$ cat src/rtl/pipeline_pkg.sv
// Shared types and sizing for the pipeline MEM stage.
package pipeline_pkg;

  localparam int DATA_W     = 16;
  localparam int REG_ADDR_W = 4;
  localparam int TIMEOUT    = 15;

  typedef enum logic [1:0] {
    IDLE = 2'd0,
    WAIT = 2'd1,
    ERR  = 2'd2
  } mem_state_e;

endpackage

$ cat src/rtl/mem_stage_mem_wb.sv
// MEM/WB pipeline register; a stall turns the captured slot into a bubble.
module MEM_WB_FF
  import pipeline_pkg::*;
(
  input  logic                  clk,
  input  logic                  rst_n,
  input  logic                  i_stall,
  input  logic [DATA_W-1:0]     i_wb_data,
  input  logic [REG_ADDR_W-1:0] i_dst_addr,
  input  logic                  i_we_rf,
  input  logic                  i_hlt,
  output logic [DATA_W-1:0]     o_wb_data,
  output logic [REG_ADDR_W-1:0] o_dst_addr,
  output logic                  o_we_rf,
  output logic                  o_hlt
);

  logic [DATA_W-1:0]     r_wb_data;
  logic [REG_ADDR_W-1:0] r_dst_addr;
  logic                  r_we_rf;
  logic                  r_hlt;

  always_ff @(posedge clk or negedge rst_n) begin
    if (!rst_n) begin
      r_wb_data  <= '0;
      r_dst_addr <= '0;
      r_we_rf    <= 1'b0;
      r_hlt      <= 1'b0;
    end else if (i_stall) begin
      // data/address held so the WB bus stays quiet during a bubble
      r_we_rf <= 1'b0;
      r_hlt   <= 1'b0;
    end else begin
      r_wb_data  <= i_wb_data;
      r_dst_addr <= i_dst_addr;
      r_we_rf    <= i_we_rf;
      r_hlt      <= i_hlt;
    end
  end

  assign o_wb_data  = r_wb_data;
  assign o_dst_addr = r_dst_addr;
  assign o_we_rf    = r_we_rf;
  assign o_hlt      = r_hlt;

endmodule

$ cat src/rtl/mem_stage.sv
// MEM pipeline stage: data-memory handshake FSM with timeout, stall/flush
// generation and the MEM/WB register.
module mem_stage #(
  parameter int TIMEOUT = pipeline_pkg::TIMEOUT
) (
  input  logic        clk,
  input  logic        rst_n,
  input  logic [15:0] alu_result_MEM,
  input  logic [15:0] sdata_MEM,
  input  logic [15:0] pc_MEM,
  input  logic        we_mem_MEM,
  input  logic        re_mem_MEM,
  input  logic        wb_sel_MEM,
  input  logic        we_rf_MEM,
  input  logic        b_ctrl_MEM,
  input  logic        j_ctrl_MEM,
  input  logic        hlt_MEM,
  input  logic [3:0]  dst_addr_MEM,
  output logic        dm_req,
  output logic        dm_we,
  output logic [15:0] dm_addr,
  output logic [15:0] dm_wdata,
  input  logic [15:0] dm_rdata,
  input  logic        dm_rdy,
  output logic        stall,
  output logic        flush,
  output logic [15:0] redirect_pc,
  output logic [15:0] wb_data_WB,
  output logic [3:0]  dst_addr_WB,
  output logic        we_rf_WB,
  output logic        hlt_WB,
  output logic        mem_err
);
  import pipeline_pkg::*;

  localparam logic [3:0] TO_CNT = 4'(TIMEOUT);

  mem_state_e  r_state;
  logic [3:0]  r_wait_cnt;
  logic        w_mem_op;
  logic        w_in_err;
  logic        w_stall;
  logic [15:0] w_wb_data;

  assign w_mem_op = we_mem_MEM | re_mem_MEM;
  assign w_in_err = (r_state == ERR);

  // rst_n gating drops the request and stall while reset is held low
  assign dm_req   = rst_n & w_mem_op & ~w_in_err;
  assign w_stall  = rst_n & (w_in_err | (w_mem_op & ~dm_rdy));
  assign stall    = w_stall;
  assign dm_we    = we_mem_MEM;
  assign dm_addr  = alu_result_MEM;
  assign dm_wdata = sdata_MEM;
  assign mem_err  = w_in_err;

  assign flush       = (b_ctrl_MEM | j_ctrl_MEM) & ~w_stall;
  assign redirect_pc = pc_MEM;

  // a write wins over a simultaneous read, so its write-back is the ALU value
  assign w_wb_data = (wb_sel_MEM & ~we_mem_MEM) ? dm_rdata : alu_result_MEM;

  always_ff @(posedge clk or negedge rst_n) begin
    if (!rst_n) begin
      r_state    <= IDLE;
      r_wait_cnt <= 4'd0;
    end else begin
      case (r_state)
        IDLE: begin
          if (w_mem_op && !dm_rdy) begin
            r_state    <= WAIT;
            r_wait_cnt <= 4'd0;
          end
        end
        WAIT: begin
          if (dm_rdy) begin
            r_state <= IDLE;
          end else begin
            r_wait_cnt <= r_wait_cnt + 4'd1;
            if (r_wait_cnt + 4'd1 == TO_CNT) r_state <= ERR;
          end
        end
        ERR:     r_state <= ERR;
        default: r_state <= IDLE;
      endcase
    end
  end

  MEM_WB_FF u_mem_wb (
    .clk        (clk),
    .rst_n      (rst_n),
    .i_stall    (w_stall),
    .i_wb_data  (w_wb_data),
    .i_dst_addr (dst_addr_MEM),
    .i_we_rf    (we_rf_MEM),
    .i_hlt      (hlt_MEM),
    .o_wb_data  (wb_data_WB),
    .o_dst_addr (dst_addr_WB),
    .o_we_rf    (we_rf_WB),
    .o_hlt      (hlt_WB)
  );

endmodule

$ cat config.mk
export PLATFORM = sky130hd
export DESIGN_NAME = mem_stage
export DESIGN_NICKNAME = d
export VERILOG_FILES = /design/src/rtl/pipeline_pkg.sv /design/src/rtl/mem_stage_mem_wb.sv /design/src/rtl/mem_stage.sv
export SDC_FILE = /design/constraint.sdc
export NUM_CORES = 1
export LEC_CHECK = 0
export BUFFER_PORTS_ARGS = -buffer_cell sky130_fd_sc_hd__clkbuf_2
export CORE_ASPECT_RATIO = 1.75
export CORE_UTILIZATION = 39
export DETAILED_ROUTE_END_ITERATION = 16
export MAX_ROUTING_LAYER = met4
export PLACE_DENSITY = 0.9
export SYNTH_ARGS = -nofsm -noshare
export SYNTH_HDL_FRONTEND = slang
export SYNTH_SLANG_ARGS = --single-unit
$ cat constraint.sdc
create_clock -name clk -period 1.97 [get_ports clk]
set_input_delay 0.0985 -clock clk [delete_from_list [all_inputs] [get_ports clk]]
set_output_delay 0.0985 -clock clk [all_outputs]
set_load 0.02 [all_outputs]
* After elaboration in Yosys (flattened, before gate mapping)
Cells that the tools add are included.
** Storage, ports and cells
- Bits in registers :: 28
- Input bits :: 78
- Output and inout bits :: 75
- Logic and storage cells :: 42
** Operators by class
- Add/subtract/negate cells :: 1
- Eq/ne operators :: 6
- Mux-type cells :: 10
- Bitwise gates (word level) :: 13
- Reduce and logical (&&, ||, !) cells :: 6
** Operators with widths (number)
- two-way mux 16 bit :: 1
- two-way mux 4 bit :: 2
- one-hot mux 4 bit (2 select lines) :: 1
- bitwise AND 1 bit :: 6
- two-way mux 2 bit :: 3
- one-hot mux 2 bit (3 select lines) :: 1
- adder 4 x 1 -> 4 bit (second input constant) :: 1
- == test 4 bit (second input constant) :: 1
- != test 2 bit (second input constant) :: 2
- NOT 1 bit :: 4
- != test 3 bit (second input constant) :: 1
- bitwise OR 1 bit :: 3
- AND reduction 3 bit :: 1
- == test 2 x 1 -> 1 bit (second input constant) :: 1
- == test 2 bit (second input constant) :: 1
- zero test 2 bit :: 1
- two-way mux 1 bit :: 2
- AND reduction 2 bit :: 1
- nonzero test 2 bit :: 1
- logical AND 1 bit :: 1
- zero test 1 bit :: 1

* Longest topological paths before layout
Gate-level depths: netlist (run 1).
- Depth in word-level cells :: 6
- Depth in mapped cells :: 5
- Mapped depth without buffers :: 5

* Cells and area by module
A second synthesis (run 1) with hierarchy kept.
** Unflattened totals
- Cell total of the unflattened synthesis :: 154
- Area total of the unflattened synthesis :: 1762.9 um^2
** Modules (own cells, without submodules)
- mem_stage :: instances 1, cells each 108, area each 952.2 um^2
- MEM_WB_FF :: instances 1, cells each 46, area each 810.8 um^2

* Worst setup path after synthesis (run 1)
OpenSTA, ideal clock, no wires.
- Path type :: register to register
- From :: reg r_state[1]
- To :: reg u_mem_wb.r_dst_addr[0] (netlist: u_mem_wb.o_dst_addr[0])
- Arrival :: 1.296 ns
- Data required time :: 1.845 ns
- Slack :: 0.549 ns
- Stages on the path, launching flop included :: 5
- Buffers on the path :: 1
- Clock period less this slack :: 1.421 ns
- Path through :: dfrtp_1 nor2b_4 o21ai_4 buf_6 mux2_2
** On the way
- Word-level cells in the longest chain between the ends :: 3
** Ends and longest elaborated chain
- start, declared :: line mem_stage.sv:38 : mem_state_e r_state;
- start signal, assigned :: line mem_stage.sv:65 : r_state <= IDLE;
- start signal, assigned :: line mem_stage.sv:71 : r_state <= WAIT;
- start signal, assigned :: line mem_stage.sv:77 : r_state <= IDLE;
- == test 2 bit :: line mem_stage.sv:46 : assign w_in_err = (r_state == ERR);
- net mem_err :: line mem_stage.sv:32 : output logic mem_err
- bitwise OR 1 bit :: line mem_stage.sv:50 : assign w_stall = rst_n & (w_in_err | (w_mem_op & ~dm_rdy));
- bitwise AND 1 bit :: line mem_stage.sv:50
- end signal, assigned :: line mem_stage_mem_wb.sv:35 : r_dst_addr <= i_dst_addr;
- end, declared :: line mem_stage_mem_wb.sv:19 : logic [REG_ADDR_W-1:0] r_dst_addr;
The timed path passes the listed nets, and every way through them passes these cells.
A chain may end at the register's enable or synchronous reset.

* Worst setup path in the final report (run 1)
- From :: reg r_state[1]
- To :: out stall
** On the way
- Word-level cells in the longest chain between the ends :: 3
** Ends and longest elaborated chain
- == test 2 bit :: line mem_stage.sv:46
- bitwise OR 1 bit :: line mem_stage.sv:50
- bitwise AND 1 bit :: line mem_stage.sv:50
- end, declared :: line mem_stage.sv:25 : output logic stall,
No other way between the ends.

==> PnR_summary.wiki, run 1 <==
{| class="wikitable"
! Metric !! Value
|-
| Synth Warn # || 0
|-
| Number of non-filler instances in the completed layout || 247
|-
| Number of clock sinks || 28
|-
| Final-report setup violation count || 0
|-
| Area of the placeable core || 4670 µm²
|-
| Number of enable-type register cells in the synthesized netlist || 0
|-
| Per-instance average area after synthesis || 12.2 µm²
|-
| Final Core Density || 43.8%
|-
| Run status || finished, final reports clean
|-
| Portion of the clock cycle consumed by the worst path in the final layout || 83.4%
|-
| Area delta synth->final || 8.65%
|-
| FMAX || 0.609 GHz
|-
| Final-layout setup total negative slack || 0 ps
|-
| Total vias in the final route || 1,202
|-
| Count of routing violations after the opening detailed-route iteration || 22
|-
| Overflow after GRT || 0
|-
| Synth top area cells || sky130_fd_sc_hd__dfrtp_1 37%, sky130_fd_sc_hd__buf_4 20%, sky130_fd_sc_hd__mux2_4 16%
|-
| Number of buffers inserted by port buffering || 88
|-
| Via density || 4.87
|-
| Syn Std Cell Area || 1880 µm²
|-
| Num CTS Buffers || 3
|-
| Worst Path Max Fanout || 18
|-
| Met3 wire length || 188 µm
|-
| Area fraction of the dominant cell type after synthesis || 37.3%
|-
| Hold/Removal Path Class || in2reg
|-
| Global-route usage over all layers || 14.2%
|-
| Number of different library cells in the post-synthesis netlist || 31
|-
| Fraction of layout cells with a size suffix above 1 || 68.2%
|-
| Clock latency reported for the late side of the worst-skew pair || 260 ps
|-
| Clock slew seen by the registers of the worst setup and hold paths || 90 ps
|-
| Worst Path Required || 1870 ps
|-
| WL/cell || 14.4 µm
|-
| Gate count of the mapped netlist || 154
|-
| Clock skew || 1.80 ps
|-
| Drt pass-1 iters || 4
|-
| Post-route cell area || 2040 µm²
|-
| Post-detailed-routing wire length || 3.57 mm
|-
| Vias in the first global route || 1,169
|-
| Net count reported at finish || 277
|-
| Diodes inserted || 0
|-
| Tightest slew margin relative to the limit || 59.2%
|-
| Setup fix buffers added after clock tree synthesis || 0
|-
| H-tree levels || 1
|-
| Final-report max-slew violation count || 0
|-
| Global-route wire length before repair || 5.15 mm
|-
| Highest metal layer with signal wires || met4
|-
| HPWL reported at the end of detailed placement || 3.00 mm
|-
| Top_reg_cell synth || sky130_fd_sc_hd__dfrtp_1
|-
| Leading cell types by count after synthesis || 49 x sky130_fd_sc_hd__buf_4, 28 x sky130_fd_sc_hd__dfrtp_1, 20 x sky130_fd_sc_hd__mux2_4
|-
| Initial antenna violation count || 0
|-
| Fraction of registers with async set/reset || 100%
|-
| Minimum period implied by the final worst setup slack || 1640 ps
|-
| Transition time of the tightest slew-check pin || 606 ps
|-
| Dominant cell type by area after synthesis || sky130_fd_sc_hd__dfrtp_1
|-
| Final hold violations || 0
|-
| Critical Setup Path Class || reg2out
|-
| Met2 WL || 1.98 mm
|-
| Maximum clock path buffer count || 2
|-
| Final ANT Viol Nets || 0
|-
| Last weighted congestion value of the routability-driven placer || 0.969
|-
| # resized after CTS || 0
|-
| Clock tree root driver cell || sky130_fd_sc_hd__clkbuf_8
|-
| Share of synthesized area occupied by flip-flops and latches || 37.3%
|-
| Number of primary I/O pins || 153
|-
| CTS tree || yes
|-
| Static Leak || 0.00112 µW
|-
| Final worst hold slack || 50.0 ps
|-
| Data arrival at the endpoint of the critical path || 1540 ps
|-
| Peak ir drop on the vdd network || 0.423 mV
|-
| Number of cells in the design after placement || 243
|-
| Max Cap Viol || 0
|-
| Register bit total from synthesis || 28
|-
| Maximum number of pins on one net before global-route repair || 22
|-
| RSZ-0062 raised after global routing || false
|-
| Worst setup EP type || primary output
|-
| Critical path startpoint category || register
|-
| Total Die Area || 5110 µm²
|-
| Effective utilization at floorplan || 40.3%
|-
| Fillers || 448
|-
| Die width || 54.5 µm
|-
| Area after DPL || 1990 µm²
|-
| Site Rows || 33
|-
| Net Count, Synth || 234
|-
| Post-Route M1 WL || 1.23 mm
|-
| Die Ht || 93.9 µm
|-
| Power density relative to cell area || 690 nW/µm²
|-
| Number of DRC violations after detailed routing || 0
|-
| Most frequently used cell type in the post-synthesis netlist || sky130_fd_sc_hd__buf_4
|}
## logic make-up (layout without fill, tap and decap cells)
family / after synthesis / in the layout / synth area share, %
compound gates: 13 / 13 / 5.86
xor+xnor: 1 / 1 / 0.466
fa+ha+maj: 2 / 2 / 1.33
buf+inv: 57 / 98 / 23.2
flops: 28 / 28 / 37.3
mux: 37 / 37 / 26.1
simple gates: 16 / 16 / 5.79
## where the power goes
group	switching [µW]	internal, µW	total (µW)
Clock	160	137	297
Sequential	59.9	640	700
Combinational	210	203	413
Total	430	979	1410
## placed cells by master, fill, tap and decap left out, types with 3 or more instances in the layout
cell type and n:
sky130_fd_sc_hd__clkbuf_2 88, sky130_fd_sc_hd__mux2_4 20, sky130_fd_sc_hd__clkbuf_8 3, sky130_fd_sc_hd__nor2_1 3
sky130_fd_sc_hd__inv_1 4, sky130_fd_sc_hd__mux2_2 15, sky130_fd_sc_hd__o2bb2ai_1 3, sky130_fd_sc_hd__dfrtp_1 28
sky130_fd_sc_hd__and2_1 3
## metal layers
metal  global-route usage (%)  vias to the layer above
li1                         -                      558
met1                     14.5                      557
met2                     24.4                       67
met3                     1.62                       20
met4                     8.97                        0
met5                        -                        -
## critical path, cell delays in order, from the launching register on
cell                       delay [ps]
sky130_fd_sc_hd__dfrtp_1          420
sky130_fd_sc_hd__nor2b_4          160
sky130_fd_sc_hd__o21ai_4          280
sky130_fd_sc_hd__buf_12           210
sky130_fd_sc_hd__inv_1             50
sky130_fd_sc_hd__clkbuf_2         150
## metrics by stage
stage          power, µW  setup WS (ps)
2_1_floorplan       1090            549
3_3_place_gp        1110            467
3_5_place_dp        1130            431
4_1_cts             1430            314
5_1_grt             1490            226
6_report            1410            327
## state kept, by name (all words and copies together), names as in the netlist
register and count:
u_mem_wb.o_wb_data 16, r_wait_cnt 4, u_mem_wb.o_dst_addr 4, r_state 2
u_mem_wb.o_hlt 1, u_mem_wb.o_we_rf 1
## worst paths after layout
| check | start | to | slack, ps | cells after the start |
|---|---|---|---|---|
| max reg2reg | r_state[1] | u_mem_wb.o_dst_addr[1] | 430 | 4 |
| max in group asynchronous | rst_n | u_mem_wb.o_wb_data[15] | 1150 | 3 |
| min in group asynchronous | rst_n | u_mem_wb.o_wb_data[5] | 260 | 2 |
| min | dst_addr_MEM[3] | u_mem_wb.o_dst_addr[3] | 50 | 2 |
| min reg2reg | u_mem_wb.o_dst_addr[3] | u_mem_wb.o_dst_addr[3] | 490 | 1 |
| max | r_state[1] | stall | 330 | 5 |
## timing repair
action / CTS / global route
endpoints found under the hold margin: 7 / 0
setup endpoints to repair: 0 / 0
hold buffers: 1 / 0
## final cells by class
type | count | area [µm²] | share of cell area [%]
sequential | 28 | 701 | 34.3
tap | 52 | 65.1 | 3.18
inverter | 4 | 15.0 | 0.735
clock buffer | 3 | 41.3 | 2.02
timing repair buffer | 91 | 478 | 23.4
multi-input combinational | 69 | 743 | 36.4
(Power assumes the default switching activity.)
==> run 2, diff against run 1 <==
Clock period 1.97 ns to 1.7 ns, I/O delays scaled along.
==> PnR_summary.wiki, run 2 (synthesized netlist as in run 1, its figures left out) <==
{| class="wikitable"
! Metric !! Value
|-
| Run status || finished, final reports clean
|-
| Maximum clock path buffer count || 2
|-
| Portion of the clock cycle consumed by the worst path in the final layout || 93.4%
|-
| Data arrival at the endpoint of the critical path || 1500 ps
|-
| Switching pwr || 514 µW
|-
| Transition time of the tightest slew-check pin || 703 ps
|-
| Area delta synth->final || 9.78%
|-
| Final-report setup violation count || 0
|-
| Max FFs per register || 16
|-
| Effective utilization at floorplan || 40.3%
|-
| Number of buffers inserted by port buffering || 88
|-
| Total Die Area || 5110 µm²
|-
| Cell-by-cell trace of the critical path || nor2b_4, o21ai_4, buf_4, o21a_1, clkbuf_2
|-
| Diodes inserted || 0
|-
| Final ANT Viol Nets || 0
|-
| Die width || 54.5 µm
|-
| Count of routing violations after the opening detailed-route iteration || 8
|-
| Tightest slew margin relative to the limit || 52.8%
|-
| Hold/Removal Path Class || in2reg
|-
| Sequential fraction of design power || 47.8%
|-
| Net count reported at finish || 278
|-
| Final hold violations || 0
|-
| Peak ir drop on the vdd network || 0.494 mV
|-
| Vias in the first global route || 1,162
|-
| Number of clock sinks || 28
|-
| Critical Setup Path Class || reg2out
|-
| # resized after CTS || 0
|-
| Cell Int Power || 1190 µW
|-
| HPWL reported at the end of detailed placement || 3.00 mm
|-
| Clock slew seen by the registers of the worst setup and hold paths || 90 ps
|-
| Clock share of power || 23.5%
|-
| Largest delay share family, worst path || flip-flops
|-
| Area of the placeable core || 4670 µm²
|-
| Global-route usage over all layers || 14.6%
|-
| Maximum number of pins on one net before global-route repair || 24
|-
| Clock latency reported for the late side of the worst-skew pair || 270 ps
|-
| Post-detailed-routing wire length || 3.70 mm
|-
| Clock skew || 9.01 ps
|-
| Num CTS Buffers || 3
|-
| Overall power consumption || 1700 µW
|-
| Number of DRC violations after detailed routing || 0
|-
| Final-layout setup total negative slack || 0 ps
|-
| Minimum period implied by the final worst setup slack || 1590 ps
|-
| H-tree levels || 1
|-
| Power density relative to cell area || 823 nW/µm²
|-
| Commonest non-fill, non-tap cells in the layout || 88 x sky130_fd_sc_hd__clkbuf_2, 28 x sky130_fd_sc_hd__dfrtp_1, 20 x sky130_fd_sc_hd__mux2_4
|-
| Site Rows || 33
|-
| Die Ht || 93.9 µm
|-
| Worst Path Max Fanout || 7
|-
| Buffering stage count on the worst path with inverters included || 2
|-
| Total vias in the final route || 1,228
|-
| Worst-path cell with the longest stage delay || sky130_fd_sc_hd__dfrtp_1
|-
| Part of the power in combinational logic || 28.6%
|-
| RSZ-0062 raised after global routing || false
|-
| Global-route wire length before repair || 5.17 mm
|-
| Final Core Density || 44.2%
|-
| Worst stage delay on the critical path || 490 ps
|-
| FMAX || 0.630 GHz
|-
| Max Cap Viol || 0
|-
| Number of primary I/O pins || 153
|-
| Drt pass-1 iters || 4
|-
| Area after DPL || 2000 µm²
|-
| WL/cell || 14.8 µm
|-
| Initial antenna violation count || 0
|-
| Clock tree root driver cell || sky130_fd_sc_hd__clkbuf_8
|-
| Switching part of the total || 30.2%
|-
| Fraction of layout cells with a size suffix above 1 || 68.5%
|-
| Least setup slack across all paths after layout || 113 ps
|-
| Via density || 4.93
|-
| Critical path startpoint category || register
|-
| CTS tree || yes
|-
| Post-Place Worst Slack || 288 ps
|-
| Final-report max-slew violation count || 0
|-
| Leading cell type in the layout, fill and taps excluded || sky130_fd_sc_hd__clkbuf_2
|-
| Last weighted congestion value of the routability-driven placer || 0.854
|-
| Static Leak || 0.00113 µW
|-
| Worst Path Required || 1620 ps
|-
| Post-route cell area || 2060 µm²
|-
| Overflow after GRT || 0
|-
| Worst setup EP type || primary output
|}
run 2: worst paths after layout:
path                                             start                      to  slack (ps)  cells past startpoint
worst max-delay path                        r_state[0]                   flush         110                      5
worst min-delay path                   dst_addr_MEM[3]  u_mem_wb.o_dst_addr[3]          20                      2
worst max register to register              r_state[0]   u_mem_wb.o_wb_data[8]         280                      4
worst min register to register  u_mem_wb.o_dst_addr[3]  u_mem_wb.o_dst_addr[3]         500                      1
max in group asynchronous                        rst_n   u_mem_wb.o_wb_data[8]         920                      3
min in group asynchronous                        rst_n  u_mem_wb.o_dst_addr[3]         210                      2
run 2: what timing repair did:
action / 4_1_cts / 5_1_grt
hold buffers: 1 / 0
buffers inserted: 0 / 0
hold endpoints to repair: 5 / 0
run 2: worst reg2reg max path, delay by kind of cell, from the launching register on:
| kind | cells | cell delay [ps] |
|---|---|---|
| AOI/OAI and AO/OA | 1 | 190 |
| DFF | 1 | 490 |
| muxes | 1 | 350 |
| and+or+nand+nor | 1 | 100 |
| buffers and inverters | 1 | 190 |
run 2: through the flow:
step | std cells | hold WS, ps
after detailed placement | 244 | -39.6
after CTS | 249 | 18.7
after global placement | 244 | -41.4
after floorplan | 154 | -211
final | 249 | 20.6
after global routing | 249 | 18.8
run 2: power groups by stage:
stage / combinational, µW / sequential (µW) / clock, µW
finish: 486 / 813 / 400
global route: 525 / 825 / 446
CTS: 492 / 812 / 414
detailed placement: 489 / 822 / 0
global placement: 476 / 821 / 0
floorplan: 383 / 875 / 0
run 2: per-layer routing:
metal	global-route usage, %	vias up	wire (µm)
li1	-	563	-
met1	12.2	580	1240
met2	27.9	67	2120
met3	2.43	18	210
met4	7.48	0	119
met5	-	-	0
run 2: cell type report:
type / instances / area, µm²
Multi-Input combinational cell: 69 / 743
Fill cell: 436 / 2600
Tap cell: 52 / 65.1
Clock buffer: 4 / 55.1
Sequential cell: 28 / 701
Inverter: 4 / 15.0
Timing Repair Buffer: 92 / 485
==> run 3, diff against run 2 <==
--- a/constraint.sdc
+++ b/constraint.sdc
@@ -3,2 +3,2 @@
 set_output_delay 0.085 -clock clk [all_outputs]
-set_load 0.02 [all_outputs]
+set_load 0.1 [all_outputs]
==> PnR_summary.wiki, run 3 (synthesized netlist as in run 1, its figures left out) <==
{| class="wikitable"
! Metric !! Value
|-
| Hold/Removal Path Class || in2reg
|-
| HPWL reported at the end of detailed placement || 2.95 mm
|-
| Tightest slew margin relative to the limit || 63.0%
|-
| Minimum period implied by the final worst setup slack || 1610 ps
|-
| Die Ht || 93.9 µm
|-
| Final-report max-slew violation count || 0
|-
| Via density || 4.90
|-
| Maximum clock path buffer count || 2
|-
| Transition time of the tightest slew-check pin || 558 ps
|-
| Global-route usage over all layers || 15.4%
|-
| Critical path startpoint category || register
|-
| Effective utilization at floorplan || 40.3%
|-
| Number of clock sinks || 28
|-
| Worst Path Max Fanout || 9
|-
| Area after DPL || 2060 µm²
|-
| H-tree levels || 1
|-
| Max FFs per register || 16
|-
| Post-detailed-routing wire length || 3.80 mm
|-
| Most repeated library cell on the critical path || sky130_fd_sc_hd__buf_12
|-
| Final Core Density || 48.0%
|-
| Critical Setup Path Class || reg2out
|-
| Num CTS Buffers || 3
|-
| Maximum number of pins on one net before global-route repair || 18
|-
| Overflow after GRT || 0
|-
| Fraction of layout cells with a size suffix above 1 || 72.5%
|-
| Initial antenna violation count || 0
|-
| Vias in the first global route || 1,203
|-
| Multi-input combinational cell area || 751 µm²
|-
| CTS tree || yes
|-
| Clock tree root driver cell || sky130_fd_sc_hd__clkbuf_8
|-
| Buffering stage count on the worst path with inverters included || 2
|-
| Total vias in the final route || 1,268
|-
| RSZ-0062 raised after global routing || false
|-
| Worst stage delay on the critical path || 420 ps
|-
| Number of buffers inserted by port buffering || 88
|-
| Post-route cell area || 2240 µm²
|-
| Last weighted congestion value of the routability-driven placer || 0.884
|-
| Worst setup EP type || primary output
|-
| Leading cell type in the layout, fill and taps excluded || sky130_fd_sc_hd__clkbuf_2
|-
| Final-report setup violation count || 0
|-
| Post-Place Worst Slack || 221 ps
|-
| Final ANT Viol Nets || 0
|-
| Die width || 54.5 µm
|-
| Number of DRC violations after detailed routing || 0
|-
| Power density relative to cell area || 1050 nW/µm²
|-
| Count of routing violations after the opening detailed-route iteration || 11
|-
| Net count reported at finish || 288
|-
| Sequential standard cell area || 702 µm²
|-
| Data arrival at the endpoint of the critical path || 1530 ps
|-
| Portion of the clock cycle consumed by the worst path in the final layout || 95.0%
|-
| Largest delay share family, worst path || flip-flops
|-
| FMAX || 0.619 GHz
|-
| Clock slew seen by the registers of the worst setup and hold paths || 100 ps
|-
| Area delta synth->final || 19.0%
|-
| Cell-by-cell trace of the critical path || nor2b_4, o21ai_4, buf_12, o21a_2, buf_12
|-
| Max Cap Viol || 0
|-
| Static Leak || 0.00122 µW
|-
| Run status || finished, final reports clean
|-
| Clock latency reported for the late side of the worst-skew pair || 270 ps
|-
| Diodes inserted || 0
|-
| Final worst hold slack || 13.5 ps
|-
| Area of the placeable core || 4670 µm²
|-
| Number of primary I/O pins || 153
|-
| Drt pass-1 iters || 6
|-
| Peak ir drop on the vdd network || 0.644 mV
|-
| Worst-path cell with the longest stage delay || sky130_fd_sc_hd__dfrtp_1
|-
| Global-route wire length before repair || 5.54 mm
|-
| Fillers || 449
|-
| Final hold violations || 0
|-
| Worst Path Required || 1620 ps
|-
| Total Die Area || 5110 µm²
|-
| Site Rows || 33
|-
| Commonest non-fill, non-tap cells in the layout || 85 x sky130_fd_sc_hd__clkbuf_2, 27 x sky130_fd_sc_hd__dfrtp_1, 21 x sky130_fd_sc_hd__mux2_4
|-
| Clock skew || 4.46 ps
|-
| Least setup slack across all paths after layout || 85.6 ps
|-
| WL/cell || 14.7 µm
|}
## run 3: through the flow
stage	total power, µW	std cells	TNS, ps
finish	2340	259	0
CTS	2350	253	0
global route	2440	259	0
detailed placement	1820	245	0
floorplan	1990	154	-481
global placement	1800	245	0
## run 3: layout make-up
type,count,share of cell area [%]
Clock buffer,3,1.84
Clock inverter,1,1.34
Inverter,4,0.838
Multi-Input combinational cell,69,33.5
Sequential cell,28,31.4
Tap cell,52,2.91
Timing Repair Buffer,102,28.2
## run 3: path summary, 6_finish.rpt
kind / start / end / slack (ps) / cells after the start
max in group asynchronous: rst_n / u_mem_wb.o_wb_data[15] / 1100 / 3
worst max-delay path: r_state[1] / flush / 90 / 5
worst min-delay path: we_rf_MEM / u_mem_wb.o_we_rf / 10 / 2
min in group asynchronous: rst_n / u_mem_wb.o_wb_data[9] / 390 / 3
worst max register to register: r_state[1] / u_mem_wb.o_wb_data[14] / 110 / 5
worst min register to register: u_mem_wb.o_dst_addr[2] / u_mem_wb.o_dst_addr[2] / 510 / 1
## run 3: worst register-to-register path, stage by stage (launching register included)
cell	delay (ps)
sky130_fd_sc_hd__dfrtp_1	420
sky130_fd_sc_hd__nor2b_4	160
sky130_fd_sc_hd__o21ai_4	190
sky130_fd_sc_hd__buf_4	150
sky130_fd_sc_hd__bufbuf_16	270
sky130_fd_sc_hd__mux2_4	300
## run 3: per-layer routing
layer	routed length (µm)	vias up	GRT usage, %	part of all wire (%)
met5	0	-	-	0
met2	2100	53	27.1	55
met1	1300	609	14.9	34
li1	-	581	-	-
met4	150	0	8.76	3.9
met3	257	25	2.43	6.8
## run 3: timing repair
item	4_1_cts	5_1_grt
endpoints found under the setup margin	1	1
buffers inserted	2	6
pin swaps	1	0
gates cloned	1	0
gates resized for setup	0	0
endpoints found under the hold margin	28	0
hold buffers	1	0
## run 3: report_power, final
group	internal [µW]	leakage, µW	switching [µW]
registers	742	0.000336	72.7
logic	273	0.000845	737
clock network	315	0.0000357	203
